[src/rtl/and_stim_driver.sv]
// and_stim_driver: drives the four {a,b} vectors into a 2-input AND datapath,
// holds each for HOLD_CYCLES cycles, samples y at the end of each hold window,
// counts mismatches and gates an external trace logger through mon_en.
module and_stim_driver #(
  parameter int HOLD_CYCLES = 10
) (
  input  logic       clk,
  input  logic       rst_n,
  input  logic       start,
  input  logic [3:0] mon_mask,
  input  logic       y,
  output logic       a,
  output logic       b,
  output logic       mon_en,
  output logic [1:0] vec_idx,
  output logic       busy,
  output logic       done,
  output logic [2:0] err_cnt,
  output logic       pass
);

  localparam int CW = $clog2(HOLD_CYCLES) + 1;
  localparam logic [CW-1:0] LAST = CW'(HOLD_CYCLES - 1);

  typedef enum logic {
    IDLE = 1'b0,
    RUN  = 1'b1
  } state_t;

  state_t        state;
  logic [CW-1:0] cnt;
  logic [3:0]    mask_q;

  logic          mismatch;
  logic [2:0]    err_next;
  logic [1:0]    idx_next;

  // Saturating increment; 7 can never be reached with four samples per run.
  function automatic logic [2:0] sat_inc(input logic [2:0] val, input logic inc);
    logic [2:0] res;
    if (inc && (val != 3'd7)) begin
      res = val + 3'd1;
    end else begin
      res = val;
    end
    return res;
  endfunction

  // Sample-edge helpers: compare y against the currently driven vector.
  always_comb begin
    mismatch = 1'b0;
    err_next = err_cnt;
    idx_next = vec_idx + 2'd1;
    if (y != (a & b)) begin
      mismatch = 1'b1;
    end else begin
      mismatch = 1'b0;
    end
    err_next = sat_inc(err_cnt, mismatch);
  end

  // Run sequencer: IDLE/RUN state, hold counter, vector stepping and result capture.
  always_ff @(posedge clk or negedge rst_n) begin
    if (!rst_n) begin
      state   <= IDLE;
      cnt     <= '0;
      mask_q  <= 4'd0;
      a       <= 1'b0;
      b       <= 1'b0;
      mon_en  <= 1'b0;
      vec_idx <= 2'd0;
      busy    <= 1'b0;
      done    <= 1'b0;
      err_cnt <= 3'd0;
      pass    <= 1'b0;
    end else begin
      done <= 1'b0;
      case (state)
        IDLE: begin
          if (start) begin
            state   <= RUN;
            vec_idx <= 2'd0;
            a       <= 1'b0;
            b       <= 1'b0;
            cnt     <= '0;
            err_cnt <= 3'd0;
            pass    <= 1'b0;
            mask_q  <= mon_mask;
            busy    <= 1'b1;
            mon_en  <= mon_mask[0];
          end else begin
            state <= IDLE;
          end
        end
        RUN: begin
          if (cnt < LAST) begin
            cnt <= cnt + CW'(1);
          end else begin
            err_cnt <= err_next;
            if (vec_idx != 2'd3) begin
              vec_idx <= idx_next;
              a       <= idx_next[1];
              b       <= idx_next[0];
              cnt     <= '0;
              mon_en  <= mask_q[idx_next];
            end else begin
              // Last vector sampled: close the run; pass includes this sample.
              state   <= IDLE;
              done    <= 1'b1;
              busy    <= 1'b0;
              mon_en  <= 1'b0;
              a       <= 1'b0;
              b       <= 1'b0;
              vec_idx <= 2'd0;
              cnt     <= '0;
              pass    <= (err_next == 3'd0);
            end
          end
        end
        default: begin
          state <= IDLE;
        end
      endcase
    end
  end

endmodule

[config.mk]
export PLATFORM = sky130hd
export DESIGN_NAME = and_stim_driver
export DESIGN_NICKNAME = d
export VERILOG_FILES = /design/src/rtl/and_stim_driver.sv
export SDC_FILE = /design/constraint.sdc
export NUM_CORES = 1
export LEC_CHECK = 0
export CORE_MARGIN = 3
export CORE_UTILIZATION = 53
export CTS_BUF_LIST = sky130_fd_sc_hd__clkbuf_8 sky130_fd_sc_hd__clkbuf_16
export DETAILED_ROUTE_END_ITERATION = 8
export GPL_TIMING_DRIVEN = 0
export PLACE_DENSITY = 0.82
export SYNTH_ARGS = -nofsm -noshare
export SYNTH_HDL_FRONTEND = slang
export SYNTH_SLANG_ARGS = --single-unit
[constraint.sdc]
create_clock -name clk -period 2.6 [get_ports clk]
set_input_delay 0.52 -clock clk [delete_from_list [all_inputs] [get_ports clk]]
set_output_delay 0.52 -clock clk [all_outputs]
set_load 0.02 [all_outputs]
## Word-level counts from Yosys, hierarchy flattened

Cells that the tools add are included.

- Output and inout port bits: 11
- Input bits: 8
- Flip-flop bits (word level): 21

- Mux-type cells: 39
- $lt $le $gt $ge: 2
- Add/sub/neg operators: 3
- Bitwise operators: 2
- Eq/ne operators: 6
- Reductions and logical operators: 5

Operator list:

| kind | number |
|---|---|
| $mux W1 | 21 |
| $pmux W1 S2 | 6 |
| $mux W5 | 2 |
| $pmux W5 S2 | 1 |
| $mux W3 | 3 |
| $ne A2 B2 Y1 const B | 4 |
| $mux W2 | 3 |
| $pmux W3 S2 | 1 |
| $add A5 B1 Y5 const B | 1 |
| $lt A5 B4 Y1 const B | 1 |
| $pmux W2 S2 | 1 |
| $reduce_and A2 Y1 | 2 |
| $add A3 B1 Y3 const B | 1 |
| $logic_not A3 Y1 | 1 |
| $lt A2 B3 Y1 const B | 1 |
| $ne A3 B3 Y1 const B | 1 |
| $reduce_and A3 Y1 | 1 |
| $add A2 B1 Y2 const B | 1 |
| $bmux W1 S2 | 1 |
| $and A1 B1 Y1 | 1 |
| $logic_and A1 B1 Y1 | 1 |
| $ne A1 B1 Y1 | 1 |
| $not A1 Y1 | 1 |

## Logic depth before layout (Yosys ltp)

Gate-level depths: netlist of run 1.

- Depth after elaboration: 9
- Depth in mapped cells: 5
- Gate-level depth less buffers: 5

## Least setup slack after synthesis of run 1

No wires, ideal clock.

- Path type: register -> register
- From: register, netlist name vec_idx[0]
- To: register err_cnt[1]
- Arrival time: 1527 ps
- Buffers on the path: 0
- Required time: 2478 ps
- Setup slack: 952 ps
- Stages on the path, launching flop included: 6
- Clock period less this slack: 1648 ps
- Cell sequence: dfrtp_1 ha_1 xor2_1 nor2b_1 mux2i_2 a32o_1

RTL lines:

| item | RTL line | source |
|---|---|---|
| to (signal assigned) | 99 | `err_cnt <= err_next;` |
| to (decl) | 18 | `output logic [2:0] err_cnt,` |

## Worst setup path in the final report of run 1

- From: register vec_idx[0]
- To: output vec_idx[0]

RTL lines:

| item | RTL line | source |
|---|---|---|
| from (decl) | 15 | `output logic [1:0] vec_idx,` |
| from (signal assigned) | 101 | `vec_idx <= idx_next;` |

No word-level cell between the ends.

==> results.yml, run 1 <==
setup_path:
  crit_required_ns: 2.08
  crit_chain: "buf_4, clkdlybuf4s50_1"
  startpoint: "vec_idx[0]"
  crit_path_top_delay_cell: "clkdlybuf4s50_1"
  timing.rr.start: "vec_idx[0]"
  r2r_cells: 5
  crit_type: "reg -> out"
  critPathMaxStageDelay_ns: 0.59
  worstSetupStartpointType: "register"
  worst-path-max-fanout: 7
  critPathArrivalTime_ns: 1.47
  r2r_slack_ns: 0.80
  end_kind: "output pin"
clock_tree:
  ctsHoldBuffers: 0
  cts_tree: "done"
  clock_latency_ns: 0.25
  ctsRootBufferMaster: "clkbuf_8"
  h-tree-depth: 1
  numCtsBuffers: 3
  post_cts_buffers: 0
  cts_buffer_depth: 2
  clock_sinks: 19
  clk_pin_slew_worst_paths_ns: 0.07
  postCtsResizedCells: 0
synthesis:
  synth-async-reset-ratio_pct: 100
  yosysUniqueCellTypes: 33
  ys_warn_count: 0
  synthFlopType: "dfrtp_1"
  synth_edf_count: 0
  syn_area_um2: 938
  synth_cells: 83
  syn_nets: 95
  ys_ff_latch: 19
  yosysSeqAreaShare_pct: 50.7
  syn_avg_cell_area_um2: 11.3
pwr:
  power_density_nw_per_um2: 1220
  pwr-share-comb_pct: 50.1
  power_switching_w: 0.000552
  p_sw_share_pct: 37.8
  p_int_w: 0.000910
  clkPwrFrac_pct: 13.5
  p_seq_share_pct: 36.5
  vdd_drop_max_uv: 686
  p_leak_nw: 0.531
detailed_routing:
  ant_nets: 0
  wl_um: 1970
  drt_iter0_drc: 10
  drcViolationCount: 0
  firstDrtPassIters: 6
  wire_per_inst_um: 15.3
  vias: 723
  via_per_inst: 5.60
place:
  dpl.hpwl_um: 1400
  gp_congestion: 0.744
  port_buffers: 18
floorplan:
  design.core.area_um2: 1590
  io_pins: 19
  start_util_pct: 58.9
  dieArea_um2: 2310
  num_rows: 14
  die_h_um: 48.1
  dieWidth_um: 48.1
hold_path:
  holdCritStartpoint: "busy"
  hold_depth: 1
  worstHoldPathType: "reg -> reg"
sta:
  clock.fmax_mhz: 503
  hold_violations: 0
  final-setup-viol-count: 0
  fin_crit_sh_pct: 76.4
  slew_headroom_pct: 45.2
  rsz0062_at_grt: "false"
  slew_violations: 0
  fin_skew_ns: 0.00166
  tns_ns: 0
  min_period_ns: 1.99
  worst_slew_pin_slew_ns: 0.819
  timing.hold.ws_ns: 0.489
global_routing:
  grt_util_all_layers_pct: 19.9
  grt_max_degree: 20
  grt_pass1_wl_um: 3190
  grt_pass1_vias: 729
  overflow: 0
  antenna_found_initial: 0
cells_and_area:
  utilization_pct: 74.9
  layout_commonest_cell: "dfrtp_1"
  antennaDiodeCount: 0
  area_growth_pct: 27.2
  layout_common_cells: "dfrtp_1, clkdlybuf4s50_1, nand2_1, o21ai_0"
  drive_gt1_share_pct: 12.4
  fin_nets: 118
status:
  status: "finished clean"
flow_run:
  drv_cap: 0
## critical path, delay by kind of cell, from the launching register on
| family | cells | cell delay, ns |
|---|---|---|
| buffers and inverters | 2 | 0.74 |
| flip-flops | 1 | 0.47 |
## registers in the layout, summed over array words and instances (netlist names)
| name | count |
|---|---|
| err_cnt | 3 |
| pass | 1 |
| a | 1 |
| done | 1 |
| mask_q | 4 |
| cnt | 5 |
| vec_idx | 1 |
| state | 1 |
| mon_en | 1 |
| busy | 1 |
## metal layers
| metal | track usage, % | wire length (µm) | share of wire (%) | up-vias |
|---|---|---|---|---|
| met2 | 33.8 | 1020 | 52 | 27 |
| met4 | 6.45 | 29 | 1.5 | 0 |
| met3 | 3.76 | 70 | 3.6 | 6 |
| met5 | 0 | 0 | 0 | - |
| met1 | 25.3 | 850 | 43 | 347 |
| li1 | - | - | - | 343 |
## area by class of cell
type,count,area (µm²)
Fill cell,112,400
Clock inverter,1,3.75
Sequential cell,19,475
Buffer,5,35.0
Timing Repair Buffer,18,180
Inverter,3,11.3
Tap cell,24,30.0
Clock buffer,3,41.3
Multi-Input combinational cell,56,417
## through the flow
step                      cells  power [W]  setup slack, ns  area [µm²]
after detailed placement    125    0.00127            0.619        1150
after floorplan              83    0.00100            0.952         938
after CTS                   129    0.00147            0.598        1190
after global routing        129    0.00156            0.541        1190
after global placement      125    0.00123            0.682        1150
final                       129    0.00146            0.613        1190
## kinds of logic after synthesis
group | share of synthesized area [%]
AO/OA/AOI/OAI | 15.5
XOR/XNOR | 0.934
adder cells (fa/ha/maj) | 5.33
buffers and inverters | 4.93
flip-flops | 50.7
multiplexers | 10.8
AND/OR/NAND/NOR | 11.9
## power by group through the flow
stage                     Combinational (W)  Sequential, W  Clock, W
after floorplan                    0.000423       0.000580         0
after CTS                          0.000737       0.000534  0.000202
after global routing               0.000797       0.000555  0.000212
final                              0.000732       0.000533  0.000197
after global placement             0.000699       0.000527         0
after detailed placement           0.000729       0.000538         0
## cell usage after synthesis (2+ instances only)
master     n  share of area (%)
dfrtp_1   19                 51
nand2_1    6                2.4
o21ai_0    6                3.2
ha_1       4                5.3
mux2_2     4                4.8
nor2_1     4                1.6
inv_1      3                1.2
nor2b_1    3                2.0
a31oi_1    2                1.3
a32o_1     2                2.1
buf_4      2                1.6
mux2i_1    2                2.1
nand2b_1   2                1.3
nor3_1     2                1.1
nor3b_1    2                1.6
o21a_1     2                1.6
o31a_1     2                1.9
## path summary, 6_finish.rpt
| kind | end |
|---|---|
| max | vec_idx[0] |
| min in group asynchronous | cnt[1] |
| max in group asynchronous | pass |
| min reg2reg | busy |
| max reg2reg | err_cnt[2] |
| min | busy |
No activity file was read; power rests on OpenSTA's default activity.
==> run 2, diff against run 1 <==
--- a/config.mk
+++ b/config.mk
@@ -6,11 +6,11 @@
 export NUM_CORES = 1
 export LEC_CHECK = 0
 export CORE_MARGIN = 3
-export CORE_UTILIZATION = 53
+export CORE_UTILIZATION = 44
 export CTS_BUF_LIST = sky130_fd_sc_hd__clkbuf_8 sky130_fd_sc_hd__clkbuf_16
 export DETAILED_ROUTE_END_ITERATION = 8
 export GPL_TIMING_DRIVEN = 0
-export PLACE_DENSITY = 0.82
+export PLACE_DENSITY = 0.73
 export SYNTH_ARGS = -nofsm -noshare
 export SYNTH_HDL_FRONTEND = slang
 export SYNTH_SLANG_ARGS = --single-unit
==> constraint.sdc (replaced) <==
create_clock -name clk -period 1.6 [get_ports clk]
set_input_delay 0.32 -clock clk [delete_from_list [all_inputs] [get_ports clk]]
set_output_delay 0.32 -clock clk [all_outputs]
set_load 0.02 [all_outputs]
==> run 2 against run 1 <==
  * Total power grew 64%
  * Flip-flop and latch count is the same
  * Sequential share of layout area shrank 0.88 points
  * First-iteration DRC count grew 50%
  * Highest routed layer unchanged
  * Critical path depth shrank 1
  * Clock power grew 71%
  * Largest cell class unchanged
  * Die area grew 18%
  * Clock-buffer cell count is the same
  * Combinational power grew 61%
  * Register-to-register slack lost 0.72 ns
  * Hold slack lost 0.0014 ns
  * Core utilization shrank 13 points
==> results.yml, run 2 (synthesized netlist as in run 1, its figures left out) <==
setup_path:
  crit_required_ns: 1.28
  worst-path-buf-inv: 1
  crit_path_top_delay_cell: "clkdlybuf4s50_1"
  worst-path-max-fanout: 2
  critPathArrivalTime_ns: 1.22
  crit_family: "buffers and inverters"
  critPathMaxStageDelay_ns: 0.61
  end_kind: "output pin"
  crit_type: "reg -> out"
  crit_chain: "clkdlybuf4s50_1"
  worstSetupStartpointType: "register"
clock_tree:
  ctsRootBufferMaster: "clkbuf_8"
  clk_pin_slew_worst_paths_ns: 0.07
  cts_tree: "done"
  clock_latency_ns: 0.26
  clock_sinks: 19
  cts_buffer_depth: 2
  h-tree-depth: 1
  numCtsBuffers: 3
  ctsHoldBuffers: 0
place:
  gp_congestion: 0.723
  dp_slack_ns: -0.138
  port_buffers: 18
  dpl.hpwl_um: 1310
detailed_routing:
  wl_um: 1880
  drt_iter0_drc: 15
  ant_nets: 0
  wire_per_inst_um: 14.2
  via_per_inst: 5.48
  vias: 724
  firstDrtPassIters: 4
  drcViolationCount: 0
cells_and_area:
  layout_commonest_cell: "dfrtp_1"
  largest_register_ffs: 5
  top_register: "cnt"
  fin_nets: 118
  top_regs: "cnt x5, mask_q x4, err_cnt x3"
  antennaDiodeCount: 0
  area_growth_pct: 30.4
  drive_gt1_share_pct: 16.2
  layout_common_cells: "dfrtp_1, clkdlybuf4s50_1, nand2_1, o21ai_0, dlygate4sd2_1"
pwr:
  p_seq_share_pct: 36.7
  pwr-share-comb_pct: 49.2
  p_sw_share_pct: 38.1
  p_leak_nw: 0.570
  power_w: 0.00239
  vdd_drop_max_uv: 1190
  power_density_nw_per_um2: 1950
  p_int_w: 0.00148
  power_switching_w: 0.000911
  clkPwrFrac_pct: 14.0
global_routing:
  grt_max_degree: 20
  grt_pass1_vias: 749
  overflow: 0
  antenna_found_initial: 0
  grt_util_all_layers_pct: 16.7
  grt_pass1_wl_um: 3320
sta:
  fin_skew_ns: 0.00219
  fin_crit_sh_pct: 96.1
  final-setup-viol-count: 0
  rsz0062_at_grt: "false"
  setup_ws_ns: 0.0629
  slew_violations: 0
  worst_slew_pin_slew_ns: 0.832
  clock.fmax_mhz: 651
  min_period_ns: 1.54
  hold_violations: 0
  slew_headroom_pct: 44.4
floorplan:
  io_pins: 19
  design.core.area_um2: 1980
  dieWidth_um: 52.2
  die_h_um: 52.2
  start_util_pct: 47.3
  num_rows: 16
  dieArea_um2: 2720
flow_run:
  drv_cap: 0
hold_path:
  worstHoldPathType: "reg -> reg"
status:
  status: "finished clean"
## run 2: per-layer routing
layer  global-route usage [%]  up-vias  routed length [µm]
met3                     4.27        6                  81
met1                     21.2      362                 848
li1                         -      341                   -
met2                     26.4       15                 907
met4                     8.09        0                  40
met5                        0        -                   0
## run 2: per-stage QoR
step	util [%]	instances	setup TNS [ns]	area [µm²]	hold WS, ns
after floorplan	-	83	0	940	0.0244
after global routing	61.7	132	0	1220	0.504
final	61.7	132	0	1220	0.487
after detailed placement	58.2	128	-0.588	1150	0.466
after CTS	60.5	132	0	1200	0.489
after global placement	58.2	128	-0.502	1150	0.464
## run 2: area by class of cell
type	count	area, µm²
Sequential cell	19	477
Multi-Input combinational cell	56	437
Timing Repair Buffer	19	189
Fill cell	168	758
Inverter	3	11.3
Buffer	4	31.3
Tap cell	27	33.8
Clock buffer	3	41.3
Clock inverter	1	3.75
## run 2: power by group through the flow
stage          clock, W  sequential (W)  combinational, W
2_1_floorplan         0        0.000946          0.000688
3_3_place_gp          0        0.000861           0.00115
3_5_place_dp          0        0.000868           0.00117
4_1_cts        0.000343        0.000862           0.00115
5_1_grt        0.000358        0.000918           0.00130
6_report       0.000336        0.000878           0.00118
## run 2: worst paths after layout
path	start	to	slack (ns)	depth (start not counted)
max in group asynchronous	rst_n	vec_idx[0]	0.50	1
hold reg to reg	busy	busy	0.49	1
min in group asynchronous	rst_n	cnt[3]	0.53	1
setup / recovery	busy	busy	0.06	1
setup reg to reg	vec_idx[0]	mon_en	0.08	5
hold / removal	busy	busy	0.49	1
## run 2: timing repair
action	CTS	global route
pin swaps	1	0
setup buffers	0	1
gates resized for setup	8	5
setup endpoints to repair	9	7
==> run 3, diff against run 2 <==
--- a/config.mk
+++ b/config.mk
@@ -5,7 +5,7 @@
 export SDC_FILE = /design/constraint.sdc
 export NUM_CORES = 1
 export LEC_CHECK = 0
-export CORE_MARGIN = 3
+export CORE_MARGIN = 2
 export CORE_UTILIZATION = 44
 export CTS_BUF_LIST = sky130_fd_sc_hd__clkbuf_8 sky130_fd_sc_hd__clkbuf_16
 export DETAILED_ROUTE_END_ITERATION = 8
==> run 3 against run 2 <==
  * Flip-flop and latch count is the same
  * Total power grew 1.3%
  * Non-clock buffer count grew 1
  * Highest routed layer unchanged
==> results.yml, run 3 (synthesized netlist as in run 1, its figures left out) <==
status:
  status: "finished clean"
setup_path:
  end_kind: "output pin"
  critPathArrivalTime_ns: 1.25
  crit_required_ns: 1.28
  worst-path-max-fanout: 3
  crit_family: "buffers and inverters"
  worst-path-buf-inv: 1
  crit_chain: "clkdlybuf4s50_1"
  critPathMaxStageDelay_ns: 0.61
  crit_path_top_delay_cell: "clkdlybuf4s50_1"
  crit_type: "reg -> out"
  worstSetupStartpointType: "register"
place:
  port_buffers: 18
  gp_congestion: 0.753
  dpl.hpwl_um: 1350
cells_and_area:
  layout_commonest_cell: "dfrtp_1"
  drive_gt1_share_pct: 19.8
  area_growth_pct: 31.2
  utilization_pct: 62.1
  largest_register_ffs: 5
  filler_cell_count: 170
  top_regs: "cnt x5, mask_q x4, err_cnt x3"
  antennaDiodeCount: 0
  fin_nets: 119
  top_register: "cnt"
  layout_common_cells: "dfrtp_1, clkdlybuf4s50_1, nand2_1, o21ai_0"
clock_tree:
  clock_sinks: 19
  ctsHoldBuffers: 0
  clock_latency_ns: 0.26
  cts_buffer_depth: 2
  h-tree-depth: 1
  numCtsBuffers: 3
  clk_pin_slew_worst_paths_ns: 0.07
  cts_tree: "done"
  ctsRootBufferMaster: "clkbuf_8"
floorplan:
  start_util_pct: 47.3
  design.core.area_um2: 1980
  io_pins: 19
  dieWidth_um: 50.2
  die_h_um: 50.2
  num_rows: 16
  dieArea_um2: 2520
sta:
  worst_slew_pin_slew_ns: 0.874
  hold_violations: 0
  slew_headroom_pct: 41.6
  final-setup-viol-count: 0
  fin_crit_sh_pct: 98.1
  tns_ns: 0
  clock.fmax_mhz: 637
  fin_skew_ns: 0.000494
  slew_violations: 0
  min_period_ns: 1.57
detailed_routing:
  vias: 730
  wire_per_inst_um: 14.5
  wl_um: 1930
  drt_iter0_drc: 3
  ant_nets: 0
  via_per_inst: 5.49
  drcViolationCount: 0
  firstDrtPassIters: 4
global_routing:
  grt_max_degree: 20
  overflow: 0
  grt_pass1_wl_um: 3370
  antenna_found_initial: 0
  grt_pass1_vias: 760
  grt_util_all_layers_pct: 17.9
flow_run:
  drv_cap: 0
pwr:
  vdd_drop_max_uv: 998
  p_leak_nw: 0.583
  power_density_nw_per_um2: 1970
hold_path:
  worstHoldPathType: "reg -> reg"
-- run 3: cell types whose count changed in the layout (fill, tap and decap cells not counted), sizes merged --
cell | before | now
buf | 5 | 6
clkbuf | 3 | 4
clkdlybuf4s50 | 10 | 11
dlygate4sd2 | 6 | 4
-- run 3: layout make-up --
class	count	area (µm²)	area share [%]
timing repair buffer	19	185	15.0
clock buffer	3	41.3	3.35
sequential	19	477	38.7
multi-input combinational	56	444	36.1
inverter	3	11.3	0.915
buffer	5	35.0	2.85
clock inverter	1	3.75	0.305
tap	27	33.8	2.74
-- run 3: what timing repair did --
action | 4_1_cts | 5_1_grt
gates resized for setup | 8 | 6
buffers inserted | 0 | 1
setup endpoints to repair | 8 | 7
cloned | 0 | 0
-- run 3: through the flow --
step                      power [W]  instance area, µm²  hold slack [ns]  instances  setup WS (ns)
after floorplan             0.00163                 940           0.0244         83         0.0236
after global placement      0.00200                1150            0.463        128         -0.110
after detailed placement    0.00205                1150            0.477        128         -0.159
after CTS                   0.00236                1200            0.496        132       0.000157
after global routing        0.00260                1230            0.520        133       -0.00484
final                       0.00242                1230            0.489        133         0.0309
-- run 3: power by group --
| part | leakage (nW) | internal [W] | switching [W] |
|---|---|---|---|
| Clock | 0.0269 | 0.000171 | 0.000166 |
| Sequential | 0.228 | 0.000682 | 0.000172 |
| Combinational | 0.328 | 0.000637 | 0.000594 |
-- run 3: final timing paths --
check	from	end	slack (ns)	depth (start not counted)
hold reg to reg	busy	busy	0.49	1
setup reg to reg	vec_idx[0]	mon_en	0.08	5
hold / removal	busy	busy	0.49	1
max in group asynchronous	rst_n	vec_idx[0]	0.46	1
setup / recovery	pass	pass	0.03	1
min in group asynchronous	rst_n	cnt[3]	0.55	1
-- run 3: per-layer routing --
| layer | wire length (µm) | track usage [%] | part of all wire [%] |
|---|---|---|---|
| met1 | 830 | 21.4 | 43 |
| met2 | 988 | 30.5 | 51 |
| met3 | 70 | 3.87 | 3.6 |
| met4 | 42 | 8.33 | 2.2 |
| met5 | 0 | 0 | 0 |
-- run 3: worst reg2reg max path, cell delays in order, from the launching register on --
cell	delay, ns
dfrtp_2	0.44
ha_2	0.34
mux4_2	0.29
a22oi_2	0.16
o21ai_1	0.08
o31a_1	0.10
